File: src/rtl/conv_1x1_sched.sv
// conv_1x1_sched
//   Sequencer for the 1x1 convolution datapath. For every output channel it
//   walks all input channels. Per input channel it fetches one weight, pulses
//   load_weights, then streams the whole image plane with a valid/ready
//   handshake, tagging each beat with accumulate-first/last flags.
//
//   Ports:
//     clk, reset      clock (rising edge), synchronous active-high reset
//     start           run request, honoured only while idle
//     busy, done      run in progress / one-cycle end-of-run pulse
//     weight_req/addr weight fetch request, address = oc*CHANNEL_NUM_IN+ic
//     weight_ack      weight delivered this cycle
//     load_weights    one-cycle strobe to the datapath weight buffer
//     pxl_req/addr    pixel beat valid, address = ic*IMAGE_SIZE+pix
//     pxl_rdy         datapath accepts the beat
//     acc_first/last  beat belongs to the first / last input channel
//     oc_idx          current output channel
//
//   Optional build macro CONV_1X1_SCHED_STALL_CNT_EN adds output stall_cnt
//   (32 bits): saturating count of cycles where a request is pending but not
//   taken. Cleared by reset and by an accepted start.
//
//   Channel timing: one LOAD_W cycle (or more while weight_ack is low), one
//   weight-load cycle in which no pixel beat is offered, then IMAGE_SIZE beats.
module conv_1x1_sched #(
   parameter int IMAGE_WIDTH     = 64,
   parameter int IMAGE_HEIGHT    = 64,
   parameter int CHANNEL_NUM_IN  = 256,
   parameter int CHANNEL_NUM_OUT = 256,
   parameter int PXL_ADDR_WIDTH  = 20,
   parameter int W_ADDR_WIDTH    = 16,
   parameter int CH_WIDTH        = 8
) (
   input  logic                      clk,
   input  logic                      reset,
   input  logic                      start,
   output logic                      busy,
   output logic                      done,
   output logic                      weight_req,
   output logic [W_ADDR_WIDTH-1:0]   weight_addr,
   input  logic                      weight_ack,
   output logic                      load_weights,
   output logic                      pxl_req,
   output logic [PXL_ADDR_WIDTH-1:0] pxl_addr,
   input  logic                      pxl_rdy,
   output logic                      acc_first,
   output logic                      acc_last,
   output logic [CH_WIDTH-1:0]       oc_idx
`ifdef CONV_1X1_SCHED_STALL_CNT_EN
   ,
   output logic [31:0]               stall_cnt
`endif
);

   localparam int IMAGE_SIZE = IMAGE_WIDTH * IMAGE_HEIGHT;
   localparam int PIX_W      = (IMAGE_SIZE > 1) ? $clog2(IMAGE_SIZE) : 1;

   localparam logic [PIX_W-1:0]    PIX_LAST = PIX_W'(IMAGE_SIZE - 1);
   localparam logic [CH_WIDTH-1:0] IC_LAST  = CH_WIDTH'(CHANNEL_NUM_IN - 1);
   localparam logic [CH_WIDTH-1:0] OC_LAST  = CH_WIDTH'(CHANNEL_NUM_OUT - 1);

   typedef enum logic [1:0] {IDLE, LOAD_W, STREAM, DONE} state_t;

   state_t              state_reg;
   logic [CH_WIDTH-1:0] ic_reg;
   logic [PIX_W-1:0]    pix_reg;

   // Addresses are kept as running counters instead of being multiplied out:
   // weight_addr advances by one per (oc, ic) pair, and pxl_addr advances by
   // one per beat across the input-channel planes, restarting at each oc.
   always_ff @(posedge clk) begin
      if (reset) begin
         state_reg    <= IDLE;
         ic_reg       <= '0;
         pix_reg      <= '0;
         busy         <= 1'b0;
         done         <= 1'b0;
         weight_req   <= 1'b0;
         weight_addr  <= '0;
         load_weights <= 1'b0;
         pxl_req      <= 1'b0;
         pxl_addr     <= '0;
         acc_first    <= 1'b0;
         acc_last     <= 1'b0;
         oc_idx       <= '0;
      end else begin
         load_weights <= 1'b0;
         done         <= 1'b0;
         case (state_reg)
            IDLE: begin
               if (start) begin
                  state_reg  <= LOAD_W;
                  busy       <= 1'b1;
                  weight_req <= 1'b1;
               end
            end
            LOAD_W: begin
               if (weight_ack) begin
                  weight_req   <= 1'b0;
                  load_weights <= 1'b1;
                  pix_reg      <= '0;
                  state_reg    <= STREAM;
               end
            end
            STREAM: begin
               if (!pxl_req) begin
                  // Weight-load cycle: the first beat is offered next cycle.
                  pxl_req   <= 1'b1;
                  acc_first <= (ic_reg == '0);
                  acc_last  <= (ic_reg == IC_LAST);
               end else if (pxl_rdy) begin
                  if (pix_reg != PIX_LAST) begin
                     pix_reg  <= pix_reg + PIX_W'(1);
                     pxl_addr <= pxl_addr + PXL_ADDR_WIDTH'(1);
                  end else begin
                     pxl_req   <= 1'b0;
                     acc_first <= 1'b0;
                     acc_last  <= 1'b0;
                     pix_reg   <= '0;
                     if (ic_reg != IC_LAST) begin
                        ic_reg      <= ic_reg + CH_WIDTH'(1);
                        pxl_addr    <= pxl_addr + PXL_ADDR_WIDTH'(1);
                        weight_addr <= weight_addr + W_ADDR_WIDTH'(1);
                        weight_req  <= 1'b1;
                        state_reg   <= LOAD_W;
                     end else if (oc_idx != OC_LAST) begin
                        ic_reg      <= '0;
                        oc_idx      <= oc_idx + CH_WIDTH'(1);
                        pxl_addr    <= '0;
                        weight_addr <= weight_addr + W_ADDR_WIDTH'(1);
                        weight_req  <= 1'b1;
                        state_reg   <= LOAD_W;
                     end else begin
                        ic_reg      <= '0;
                        oc_idx      <= '0;
                        pxl_addr    <= '0;
                        weight_addr <= '0;
                        busy        <= 1'b0;
                        done        <= 1'b1;
                        state_reg   <= DONE;
                     end
                  end
               end
            end
            DONE: begin
               // Counters were cleared on entry; start here is ignored.
               state_reg <= IDLE;
            end
            default: state_reg <= IDLE;
         endcase
      end
   end

`ifdef CONV_1X1_SCHED_STALL_CNT_EN
   always_ff @(posedge clk) begin
      if (reset) begin
         stall_cnt <= '0;
      end else if (state_reg == IDLE && start) begin
         stall_cnt <= '0;
      end else if (((weight_req & ~weight_ack) | (pxl_req & ~pxl_rdy)) &&
                   (stall_cnt != '1)) begin
         stall_cnt <= stall_cnt + 32'd1;
      end
   end
`endif

endmodule

File: config.mk
export PLATFORM = sky130hd
export DESIGN_NAME = conv_1x1_sched
export DESIGN_NICKNAME = d
export VERILOG_FILES = /design/src/rtl/conv_1x1_sched.sv
export SDC_FILE = /design/constraint.sdc
export NUM_CORES = 1
export LEC_CHECK = 0
export ABC_CLOCK_PERIOD_IN_PS = 5600
export CAP_MARGIN = 20
export CORE_UTILIZATION = 58
export CTS_CLUSTER_DIAMETER = 50
export DETAILED_ROUTE_END_ITERATION = 16
export PLACE_DENSITY = 0.92
export SLEW_MARGIN = 20
export SYNTH_ARGS = -nofsm -noshare
export SYNTH_HDL_FRONTEND = slang
export SYNTH_SLANG_ARGS = --single-unit
File: constraint.sdc
create_clock -name clk -period 5.6 [get_ports clk]
set_input_delay 0.84 -clock clk [delete_from_list [all_inputs] [get_ports clk]]
set_output_delay 0.84 -clock clk [all_outputs]
set_load 0.02 [all_outputs]
; Yosys cells after proc, flatten, opt, wreduce, memory -nomap -nowiden
; Cells that the tools add are included.
[word_totals]
regBits = 73
wordCells = 98
input_bits = 5
[op_classes]
n_reduce_logical = 15
n_mux = 42
n_addsub = 5
n_eq_ne = 17
n_bitwise = 6
[ops]
columns = cell, n
row1 = $mux 12, 4
row2 = $mux 20, 2
row3 = $mux 16, 2
row4 = $pmux 12 s2, 1
row5 = $mux 1, 21
row6 = $add 20x1->20 const B, 1
row7 = $add 16x1->16 const B, 1
row8 = $add 8x1->8 const B, 2
row9 = $mux 8, 2
row10 = $ne 2x2->1 const B, 8
row11 = $ne 8x8->1 const B, 2
row12 = $mux 2, 7
row13 = $reduce_and 7->1, 2
row14 = $add 12x1->12 const B, 1
row15 = $ne 12x12->1 const B, 1
row16 = $reduce_and 5->1, 2
row17 = $eq 8x8->1 const B, 1
row18 = $logic_not 8->1, 1
row19 = $pmux 2 s4, 1
row20 = $reduce_and 4->1, 2
row21 = $not 1->1, 6
row22 = $reduce_and 3->1, 2
row23 = $reduce_or 6->1, 1
row24 = $eq 2x2->1 const B, 2
row25 = 9 further kinds, 10

; Logic depth before layout (Yosys ltp)
; Gate-level depths: netlist (run 1).
[logic_depth]
ltp_word = 7
mapped_depth = 8

; Worst setup path after synthesis (run 1)
; Ideal clock, no wire load.
[synth_path]
path_type = input to register
startpoint = input pxl_rdy
endpoint = register ic_reg[3]
stages = 5
n_path_buf = 1
setup_slack_ns = 3.296
arrival_ns = 2.234
cell_sequence = nand4b_1 > or4_1 > buf_2 > or4b_1 > a21oi_1
[synth_via]
elab_chain_len = 1
[synth_rtl]
columns = item, line_no
row1 = from (decl), 45  ; input logic pxl_rdy,
row2 = $reduce_and 4->1 (no source line), n/a
row3 = to (signal assigned), 121  ; ic_reg <= ic_reg + CH_WIDTH'(1);
row4 = to (decl), 65  ; logic [CH_WIDTH-1:0] ic_reg;
; No other way between the ends.
; A chain may end at the register's enable or synchronous reset.

; Worst setup path after layout (run 1)
[layout_path]
startpoint = input pxl_rdy
endpoint = register weight_addr[12]
[layout_via]
elab_chain_len = 1
[layout_rtl]
columns = item, line_no
row1 = $reduce_and 4->1 (no source line), n/a
row2 = to (signal assigned), 123  ; weight_addr <= weight_addr + W_ADDR_WIDTH'(1);
row3 = to (signal assigned), 130  ; weight_addr <= weight_addr + W_ADDR_WIDTH'(1);
row4 = to (decl), 40  ; output logic [W_ADDR_WIDTH-1:0] weight_addr,
; No other way between the ends.

==> parameters.txt, run 1 <==
Parameter                              Value

Hold path
  Number of cells on the worst hold path    2
  Min-Delay Path Class    register to register
  Worst min-delay path startpoint    busy
  End point of the worst hold path    busy

Detailed routing
  Antenna violation net count after detailed routing    0
  Routed via count divided by cell count    around 6.2
  Final WL    around 9 mm
  Iteration-0 DRC count of the detailed router    270
  Vias post-DR    3480
  Pre-Repair DR Iteration Count    5
  Number of remaining DRC errors    0
  Final routed wire length divided by cell count    15.6 um

GRT
  Overflow after GRT    0
  Total global routing track utilization    28.7%
  Maximum number of pins on one net before global-route repair    just under 50
  Antenna violations before repair    0
  Wire length of the first global-routing pass    14.4 mm
  Number of global-route vias before repair    between 3000 and 4000

CTS
  Clock latency on the worst-skew pair    0.35 ns
  Post-cts hold buffer count    0
  Post-cts resize count    0
  Clock-pin transition on the worst setup and hold timing paths    0.07 ns
  # clock sinks    between 70 and 80
  Buffer cell driving the clock tree root    sky130_fd_sc_hd__clkbuf_8
  H-tree level count    3
  Max Buffers Root-to-Sink    2
  Setup Buffers After CTS    0
  Number of buffers created by CTS    9
  CTS tree    built

Timing
  # setup viols final    0
  Post-route clock period utilization    60.5%
  Final clock skew    between 0.01 and 0.015 ns
  Fin. max-slew vios    0
  Final critical delay including setup and external delays    ~3.4 ns
  Max transition margin    34.2%
  Worst setup slack after layout    approximately 2.2 ns
  Worst-margin pin slew    approximately 0.98 ns
  RSZ-0062 raised after global routing    false
  Hold Slack    0.473 ns
  Count of endpoints failing hold in the final timing report    0
  Setup TNS after final layout    0 ns
  Timing-limited maximum frequency    a little under 0.3 GHz

Critical path
  Reg-to-reg critical path startpoint    state_reg[1]
  Kind of critical path    primary input to register
  FF-to-FF setup slack    between 2 and 3 ns
  Worst Path Max Fanout    13
  Arrival time at the worst endpoint    3.67 ns
  Depth of the most critical reg-to-reg path    5
  Data required, critical path    about 5.9 ns
  Critical path launch point type    primary input
  Critical Path End Type    register
  Capture instance of the worst register-to-register path    weight_addr[12]

Placement
  Worst Setup Slack post-DPL    roughly 1.9 ns
  Number of port buffers    between 50 and 60
  Half-perimeter wire length after placement    5.93 mm
  Final RePlAce weighted congestion    roughly 0.84

Floorplanning
  Floorplan core area    approximately 5900 um2
  Die X    around 81 um
  Cell Rows    28
  I/O pin count    56
  Total die area    ~6500 um2
  Starting density of the core    around three fifths
  Die boundary height    80.5 um

Final layout
  # nets final    490
  Signed area change from the synthesized netlist to the final layout    23.0%
  Share of final-layout standard cells stronger than drive strength 1    about 5.4%
  Max FFs per register    20
  Core Util, Final    74.3%
  Antenna fix cells    0
  Total of fill cells in the finished design    between 400 and 500

Synth
  Yosys cell types    49
  Synthesis warning total    0
  Portion of the post-synthesis area used by sequential elements    between 40% and 50%
  Most instantiated library cell after synthesis    sky130_fd_sc_hd__dfxtp_1
  Post-synth top area cell    sky130_fd_sc_hd__dfxtp_1
  Dominant synthesized flop cell    sky130_fd_sc_hd__dfxtp_1
  Synth cell count leaders    73 x sky130_fd_sc_hd__dfxtp_1, 55 x sky130_fd_sc_hd__nor2_1, 37 x sky130_fd_sc_hd__a21oi_1
  Post-Synthesis Net Count    between 400 and 500
  Synth top area share    40.9%
  Synth area leaders    sky130_fd_sc_hd__dfxtp_1 41%, sky130_fd_sc_hd__nor2_1 5.8%, sky130_fd_sc_hd__a21oi_1 5.2%, sky130_fd_sc_hd__xor2_1 4.9%, sky130_fd_sc_hd__nand3_1 3.9%
  Post-synthesis instance area    approximately 3600 um2
  Flip-flop and latch count after synthesis    73
  Number of enable flip-flop cells after synthesis    0
  Share of synthesized flip-flops with an asynchronous set or reset    0%
  Syn Inst Count    approximately 430
  Avg Inst Size Synth    ~8.3 um2

Outcome
  Run status    completed

Power and ir drop
  Leak    roughly 0.0015 uW
  Worst vdd ir    approximately 0.00024 V
  Power per cell area    approximately 240 nW/um2

Job
  Max_cap viols    0
## routing by layer
layer / GRT usage (%) / vias to the layer above / share of wire (%)
met5: 0 / - / 0
met4: 11.8 / 0 / 1.9
met3: 7.95 / 17 / 6.0
met2: 49.4 / 133 / 50
met1: 33.4 / 1661 / 42
li1: - / 1669 / -
## through the flow
step / total power (uW) / cell area (um2) / instances
after CTS: 1080 / 4400 / 559
after global routing: 1110 / 4400 / 559
after floorplan: 568 / 3580 / 432
after global placement: 582 / 4160 / 543
final: 1080 / 4400 / 559
after detailed placement: 583 / 4160 / 543
## where the power goes
group	total (uW)	internal (uW)	switching [uW]
Clock	504	307	196
Sequential	531	524	6.86
Combinational	41.1	16.5	24.6
Total	1080	848	228
## worst max path at each step
| stage | startpoint | slack, ns | to | cells past startpoint |
|---|---|---|---|---|
| global placement | pxl_rdy | 2.06 | weight_addr[11] | 6 |
| detailed placement | pxl_rdy | 1.94 | weight_addr[9] | 6 |
| finish | pxl_rdy | 2.21 | weight_addr[12] | 6 |
| floorplan | pxl_rdy | 3.30 | ic_reg[3] | 5 |
| CTS | pxl_rdy | 2.31 | weight_addr[11] | 6 |
| global route | pxl_rdy | 2.06 | weight_addr[11] | 6 |
## final cells by class
class	instances	area, um2	area share [%]
Clock inverter	5	103	2.33
Multi-Input combinational cell	332	2010	45.7
Sequential cell	73	1460	33.2
Timing Repair Buffer	57	566	12.9
Inverter	6	22.5	0.512
Tap cell	75	93.8	2.13
Clock buffer	11	141	3.21
## worst max-delay path, stage by stage
cell                              delay, ns
sky130_fd_sc_hd__clkdlybuf4s50_1       0.57
sky130_fd_sc_hd__nand4b_1              0.54
sky130_fd_sc_hd__or4_1                 0.92
sky130_fd_sc_hd__nor2_1                0.47
sky130_fd_sc_hd__nand4b_1              0.15
sky130_fd_sc_hd__a21oi_1               0.17
## cells in the final DEF (no fill, tap or decap), types with 7 or more instances in the layout
cell	count
sky130_fd_sc_hd__clkdlybuf4s50_1	55
sky130_fd_sc_hd__nand4_1	18
sky130_fd_sc_hd__nand2_1	28
sky130_fd_sc_hd__and3_1	9
sky130_fd_sc_hd__dfxtp_1	73
sky130_fd_sc_hd__nand3_1	28
sky130_fd_sc_hd__xor2_1	20
sky130_fd_sc_hd__a31oi_1	8
sky130_fd_sc_hd__a21oi_1	37
sky130_fd_sc_hd__o21ai_0	20
sky130_fd_sc_hd__clkbuf_8	10
sky130_fd_sc_hd__xnor2_1	12
sky130_fd_sc_hd__nor3_1	12
sky130_fd_sc_hd__nor2_1	55
sky130_fd_sc_hd__nor2b_1	7
## logic make-up after synthesis
kind of cell / after synthesis / synth area share, %
buf+inv: 27 / 3.08
fa+ha+maj: 6 / 2.10
flops: 73 / 40.9
xor+xnor: 32 / 7.83
mux: 3 / 0.839
simple gates: 208 / 31.8
compound gates: 83 / 13.5
No activity file was read; power rests on OpenSTA's default activity.
==> inputs of run 2 (changes only) <==
--- a/config.mk
+++ b/config.mk
@@ -5,12 +5,12 @@
 export SDC_FILE = /design/constraint.sdc
 export NUM_CORES = 1
 export LEC_CHECK = 0
-export ABC_CLOCK_PERIOD_IN_PS = 5600
+export ABC_CLOCK_PERIOD_IN_PS = 3300
 export CAP_MARGIN = 20
-export CORE_UTILIZATION = 58
+export CORE_UTILIZATION = 54
 export CTS_CLUSTER_DIAMETER = 50
 export DETAILED_ROUTE_END_ITERATION = 16
-export PLACE_DENSITY = 0.92
+export PLACE_DENSITY = 0.87
 export SLEW_MARGIN = 20
 export SYNTH_ARGS = -nofsm -noshare
 export SYNTH_HDL_FRONTEND = slang
==> constraint.sdc (replaced) <==
create_clock -name clk -period 3.3 [get_ports clk]
set_input_delay 0.495 -clock clk [delete_from_list [all_inputs] [get_ports clk]]
set_output_delay 0.495 -clock clk [all_outputs]
set_load 0.02 [all_outputs]
==> run 2 against run 1 <==
- combinational power rose by 75%
- power increased by 53%
- sequential power up 69%
- setup slack lost 1.4 ns
- utilization decreased by 5.8 points
- final area shrank 0.63%
- clock skew shrank 0.0016 ns
- global-route usage shrank 1.8 points
- sequential share of layout area increased by 0.21 points
- wire length rose by 1.4%
- non-clock buffer count is 4 higher
==> parameters.txt, run 2 (same netlist as run 1, synthesis figures left out) <==
Parameter                              Value

Outcome
  Run status    completed

Detailed routing
  Final routed wire length divided by cell count    15.7 um (+0.51%)
  Vias post-DR    3499 (+0.55%)
  Antenna violation net count after detailed routing    0 (unchanged)
  Final WL    8.87 mm (+1.4%)
  Iteration-0 DRC count of the detailed router    314 (+16%)
  Pre-Repair DR Iteration Count    5 (unchanged)
  Routed via count divided by cell count    6.20 (-0.35%)
  Number of remaining DRC errors    0 (unchanged)

Critical path
  Arrival time at the worst endpoint    2.80 ns (-0.87 ns)
  Data required, critical path    3.57 ns (-2.31 ns)
  Worst Path Max Fanout    13 (unchanged)
  Kind of critical path    primary input to register
  Critical path launch point type    primary input
  Delay of the slowest critical-path stage    0.82 ns (-0.10 ns)
  Crit-path slowest cell    sky130_fd_sc_hd__or4_1
  Cell Chain, Critical Path    clkdlybuf4s50_1, nand4b_1, or4_1, nor2_1, nand4b_1, a21oi_1
  Critical Path End Type    register
  FF-to-FF setup slack    0.91 ns (-1.81 ns)
  Critical path's most frequent cell    sky130_fd_sc_hd__nand4b_1

Final layout
  # nets final    494 (+0.82%)
  Share of final-layout standard cells stronger than drive strength 1    6.16% (+0.79 points)
  Top library cells by usage in the layout, fill and taps aside    73 x sky130_fd_sc_hd__dfxtp_1, 55 x sky130_fd_sc_hd__nor2_1, 55 x sky130_fd_sc_hd__clkdlybuf4s50_1
  Max FFs per register    20 (unchanged)
  Signed area change from the synthesized netlist to the final layout    22.2%
  Most frequent standard cell in the layout excluding fill and tap cells    sky130_fd_sc_hd__dfxtp_1
  Antenna fix cells    0 (unchanged)
  Number of standard cells in the layout, taps in and fillers out    564 (+0.89%)

GRT
  Number of global-route vias before repair    3224 (-0.15%)
  Wire length of the first global-routing pass    15.1 mm (+4.9%)
  Antenna violations before repair    0 (unchanged)
  Maximum number of pins on one net before global-route repair    26 (-47%)
  Overflow after GRT    0 (unchanged)
  Total global routing track utilization    27.0% (-1.8 points)

Power and ir drop
  Clock network power share    40.8% (-6.0 points)
  Leak    0.00145 uW (-0.65%)
  Power per cell area    375 nW/um2 (+54%)
  Flop pwr share    54.9% (+5.6 points)
  Switching power share of the total    23.3% (+2.1 points)
  Fraction of power consumed by combinational cells    4.4% (+0.6 points)
  Worst vdd ir    0.000370 V (+57%)
  Internal power contribution    1260 uW (+49%)
  Power dissipated by switching net loads    382 uW (+68%)

CTS
  CTS tree    built
  # clock sinks    73 (unchanged)
  H-tree level count    3 (unchanged)
  Buffer cell driving the clock tree root    sky130_fd_sc_hd__clkbuf_8
  Number of buffers created by CTS    9 (unchanged)
  Max Buffers Root-to-Sink    2 (unchanged)
  Clock latency on the worst-skew pair    0.35 ns (about the same)
  Post-cts resize count    0 (unchanged)
  Setup Buffers After CTS    0 (unchanged)
  Post-cts hold buffer count    0 (unchanged)
  Clock-pin transition on the worst setup and hold timing paths    0.07 ns (about the same)

Floorplanning
  Die boundary height    83.4 um (+3.5%)
  Cell Rows    29 (+3.6%)
  I/O pin count    56 (unchanged)
  Floorplan core area    6390 um2 (+7.9%)
  Total die area    6950 um2 (+7.2%)
  Starting density of the core    56.0% (-4.4 points)
  Die X    83.4 um (+3.5%)

Placement
  Final RePlAce weighted congestion    0.912 (+8.4%)
  Number of port buffers    55 (unchanged)
  Worst Setup Slack post-DPL    0.452 ns (-1.49 ns)
  Half-perimeter wire length after placement    6.43 mm (+8.4%)
  Placed cell count    549 (+1.1%)

Timing
  Max transition margin    41.1% (+6.9 points)
  Setup TNS after final layout    0 ns (unchanged)
  Timing-limited maximum frequency    0.395 GHz
  Fin. max-slew vios    0 (unchanged)
  Post-route clock period utilization    between 70% and 80%
  # setup viols final    0 (unchanged)
  Worst setup slack after layout    0.769 ns (-1.44 ns)
  RSZ-0062 raised after global routing    false
  Final critical delay including setup and external delays    about 2.5 ns
  Count of endpoints failing hold in the final timing report    0 (unchanged)
  Worst-margin pin slew    0.877 ns (-0.101 ns)
  Hold Slack    0.466 ns (-0.00703 ns)
  Final clock skew    0.00875 ns (-0.00159 ns)

Job
  Max_cap viols    0 (unchanged)

Hold path
  Min-Delay Path Class    register to register
==> run 2: cell types whose count changed in the layout (fill, tap and decap cells not counted), sizes merged <==
cell,previous run,this run
clkbuf,11,9
bufinv,3,1
clkinv,1,3
buf,2,6
clkinvlp,1,2
==> run 2: per-stage QoR <==
step / power (uW) / utilization (%) / cell area (um2)
floorplan: 964 / - / 3580
global placement: 990 / 65.6 / 4190
detailed placement: 992 / 65.6 / 4190
CTS: 1650 / 68.5 / 4370
global route: 1690 / 68.5 / 4370
finish: 1640 / 68.5 / 4370
==> run 2: power groups by stage <==
stage	logic (uW)	registers (uW)	clock network (uW)
detailed placement	71.5	921	0
global route	79.7	902	713
global placement	69.9	920	0
floorplan	43.3	921	0
finish	71.8	900	669
CTS	71.8	900	678
==> run 2: final timing paths <==
path / from / endpoint / cells past startpoint
worst min-delay path: busy / busy / 2
worst min register to register: busy / busy / 2
worst max register to register: pix_reg[0] / oc_idx[7] / 6
worst max-delay path: pxl_rdy / weight_addr[11] / 6
==> run 2: final cells by class <==
class                           count  area (um2)
Clock buffer                        9         124
Clock inverter                      6        60.1
Fill cell                         493        2010
Inverter                            6        22.5
Multi-Input combinational cell    332        2010
Sequential cell                    73        1460
Tap cell                           77        96.3
Timing Repair Buffer               61         596
==> run 2: critical path: cells and delay by family <==
family,cells,cell delay [ns]
buffers and inverters,1,0.55
AOI/OAI and AO/OA,1,0.18
and+or+nand+nor,4,1.58
==> run 2: layer usage <==
metal / vias to the layer above / share of wire, % / global-route usage [%]
li1: 1674 / - / -
met1: 1660 / 43 / 34.7
met2: 145 / 49 / 43.4
met3: 20 / 6.0 / 6.56
met4: 0 / 1.9 / 11.0
met5: - / 0 / 0
==> variant: new RTL, config.mk and constraints of run 1 <==
`IMAGE_WIDTH`: 64 -> 32.
--- a/src/rtl/conv_1x1_sched.sv
+++ b/src/rtl/conv_1x1_sched.sv
@@ -23,7 +23,7 @@
 //   Channel timing: one LOAD_W cycle (or more while weight_ack is low), one
 //   weight-load cycle in which no pixel beat is offered, then IMAGE_SIZE beats.
 module conv_1x1_sched #(
-   parameter int IMAGE_WIDTH     = 64,
+   parameter int IMAGE_WIDTH     = 32,
    parameter int IMAGE_HEIGHT    = 64,
    parameter int CHANNEL_NUM_IN  = 256,
    parameter int CHANNEL_NUM_OUT = 256,
Check against the original RTL: no difference found for any inputs over 4 cycles, from zero or initial values and one cycle with reset high; that may be too few to reach the edited logic, so the function may still have changed.
==> variant against run 1 <==
Total power is 8.1% lower; design area fell by 1.5%; first-iteration DRC count down 5.6%; worst setup slack gained 0.43 ns; routed wire length is 1.4% lower; area after synthesis increased by 0.14%; synthesized cell count is 1.6% lower; sequential cell count fell by 1; non-clock buffer count up 2; critical endpoint is now pxl_addr[19]; highest routed layer unchanged.
==> variant: results (changes against run 1) <==
timing:
  worst_clock_skew_ns: 0.00910  # -0.00124 ns
detailed_routing:
  routedWlPerCell_um: 15.6  # -0.11%
  drt_iter0_markers: 255  # -5.6%
  drt-pass1-iter-count: 4  # -1
  vias: 3542  # +1.8%
worst_setup_path:
  critPathMaxFanout: 16  # +3
  slowest_delay_ns: 0.79  # -0.13 ns
  crit_arrival_ns: 3.24  # -0.43 ns
pwr:
  vdd_drop_max_v: 0.000169  # -28%
  p_leak_nw: 1.35  # -7.2%
place:
  pre_cts_ws_ns: 2.32  # +0.387 ns
  dpl-instance-area_um2: 4160  # +0.12%
  place_congestion: 0.842  # about the same
  hpwl_um: 5960  # +0.49%
grt:
  grtUsageTotal_pct: 28.6  # -0.18 points
  grt_pass1_wl_um: 14500  # +0.43%
  grt_pass1_vias: 3259  # +0.93%
  grt_start_max_net_pins: 40  # -18%
final_layout:
  layout-drive-gt1-share_pct: 5.24  # -0.13 points
  num-nets-final: 485  # -1.0%
synth:
  ys_seq_area_share_pct: 40.2  # -0.62 points
  synth_area_leaders: "dfxtp_1 40%, a21oi_1 6.3%, or4_1 3.8%"
  synth.net_count: 436  # -1.6%
cts:
  clock_latency_ns: 0.35  # about the same
status:
  status: "completed"
-- variant: worst paths after layout --
path                                       from  slack [ns]         endpoint  cells after the start
worst max-delay path                    pxl_rdy        2.64     pxl_addr[19]                      5
worst min-delay path            weight_addr[15]        0.49  weight_addr[15]                      2
worst max register to register     state_reg[1]        3.21     pxl_addr[19]                      4
worst min register to register  weight_addr[15]        0.49  weight_addr[15]                      2
-- variant: layer usage --
metal	GRT usage [%]	share of wire (%)	routed length, um
met1	33.3	41	3580
met2	48.5	50	4340
met3	5.68	5.4	470
met4	16.3	2.7	236
met5	0	0	0
-- variant: cells by family (layout without fill, tap and decap cells) --
| logic type | after synthesis | after routing | share of synthesized area, % |
|---|---|---|---|
| DFF | 72 | 72 | 40.2 |
| AOI/OAI and AO/OA | 106 | 106 | 18.9 |
| adders and majority gates | 6 | 6 | 2.10 |
| and+or+nand+nor | 182 | 182 | 29.1 |
| xor gates and xnor gates | 19 | 19 | 4.65 |
| buffers and inverters | 38 | 90 | 4.47 |
| muxes | 2 | 2 | 0.629 |
-- variant: stage by stage --
stage	util (%)	instances
floorplan	-	425
global placement	69.9	538
detailed placement	69.9	538
CTS	72.8	552
global route	72.8	552
finish	72.8	552
-- variant: layout make-up --
class	count	area, um2
Timing Repair Buffer	59	581
Sequential cell	72	1440
Tap cell	75	93.8
Inverter	17	63.8
Multi-Input combinational cell	315	1980
Fill cell	455	1620
Clock buffer	14	173
-- variant: where the power goes --
| part | leakage [nW] | internal, mW | switching, mW |
|---|---|---|---|
| Combinational | 0.682 | 0.0331 | 0.0420 |
| Clock | 0.0886 | 0.193 | 0.182 |
| Sequential | 0.581 | 0.522 | 0.0153 |
-- variant: critical path, delay by kind of cell --
| family | cells | cell delay (ns) |
|---|---|---|
| buffers and inverters | 1 | 0.60 |
| AND/OR/NAND/NOR | 3 | 1.63 |
| AO/OA/AOI/OAI | 1 | 0.17 |
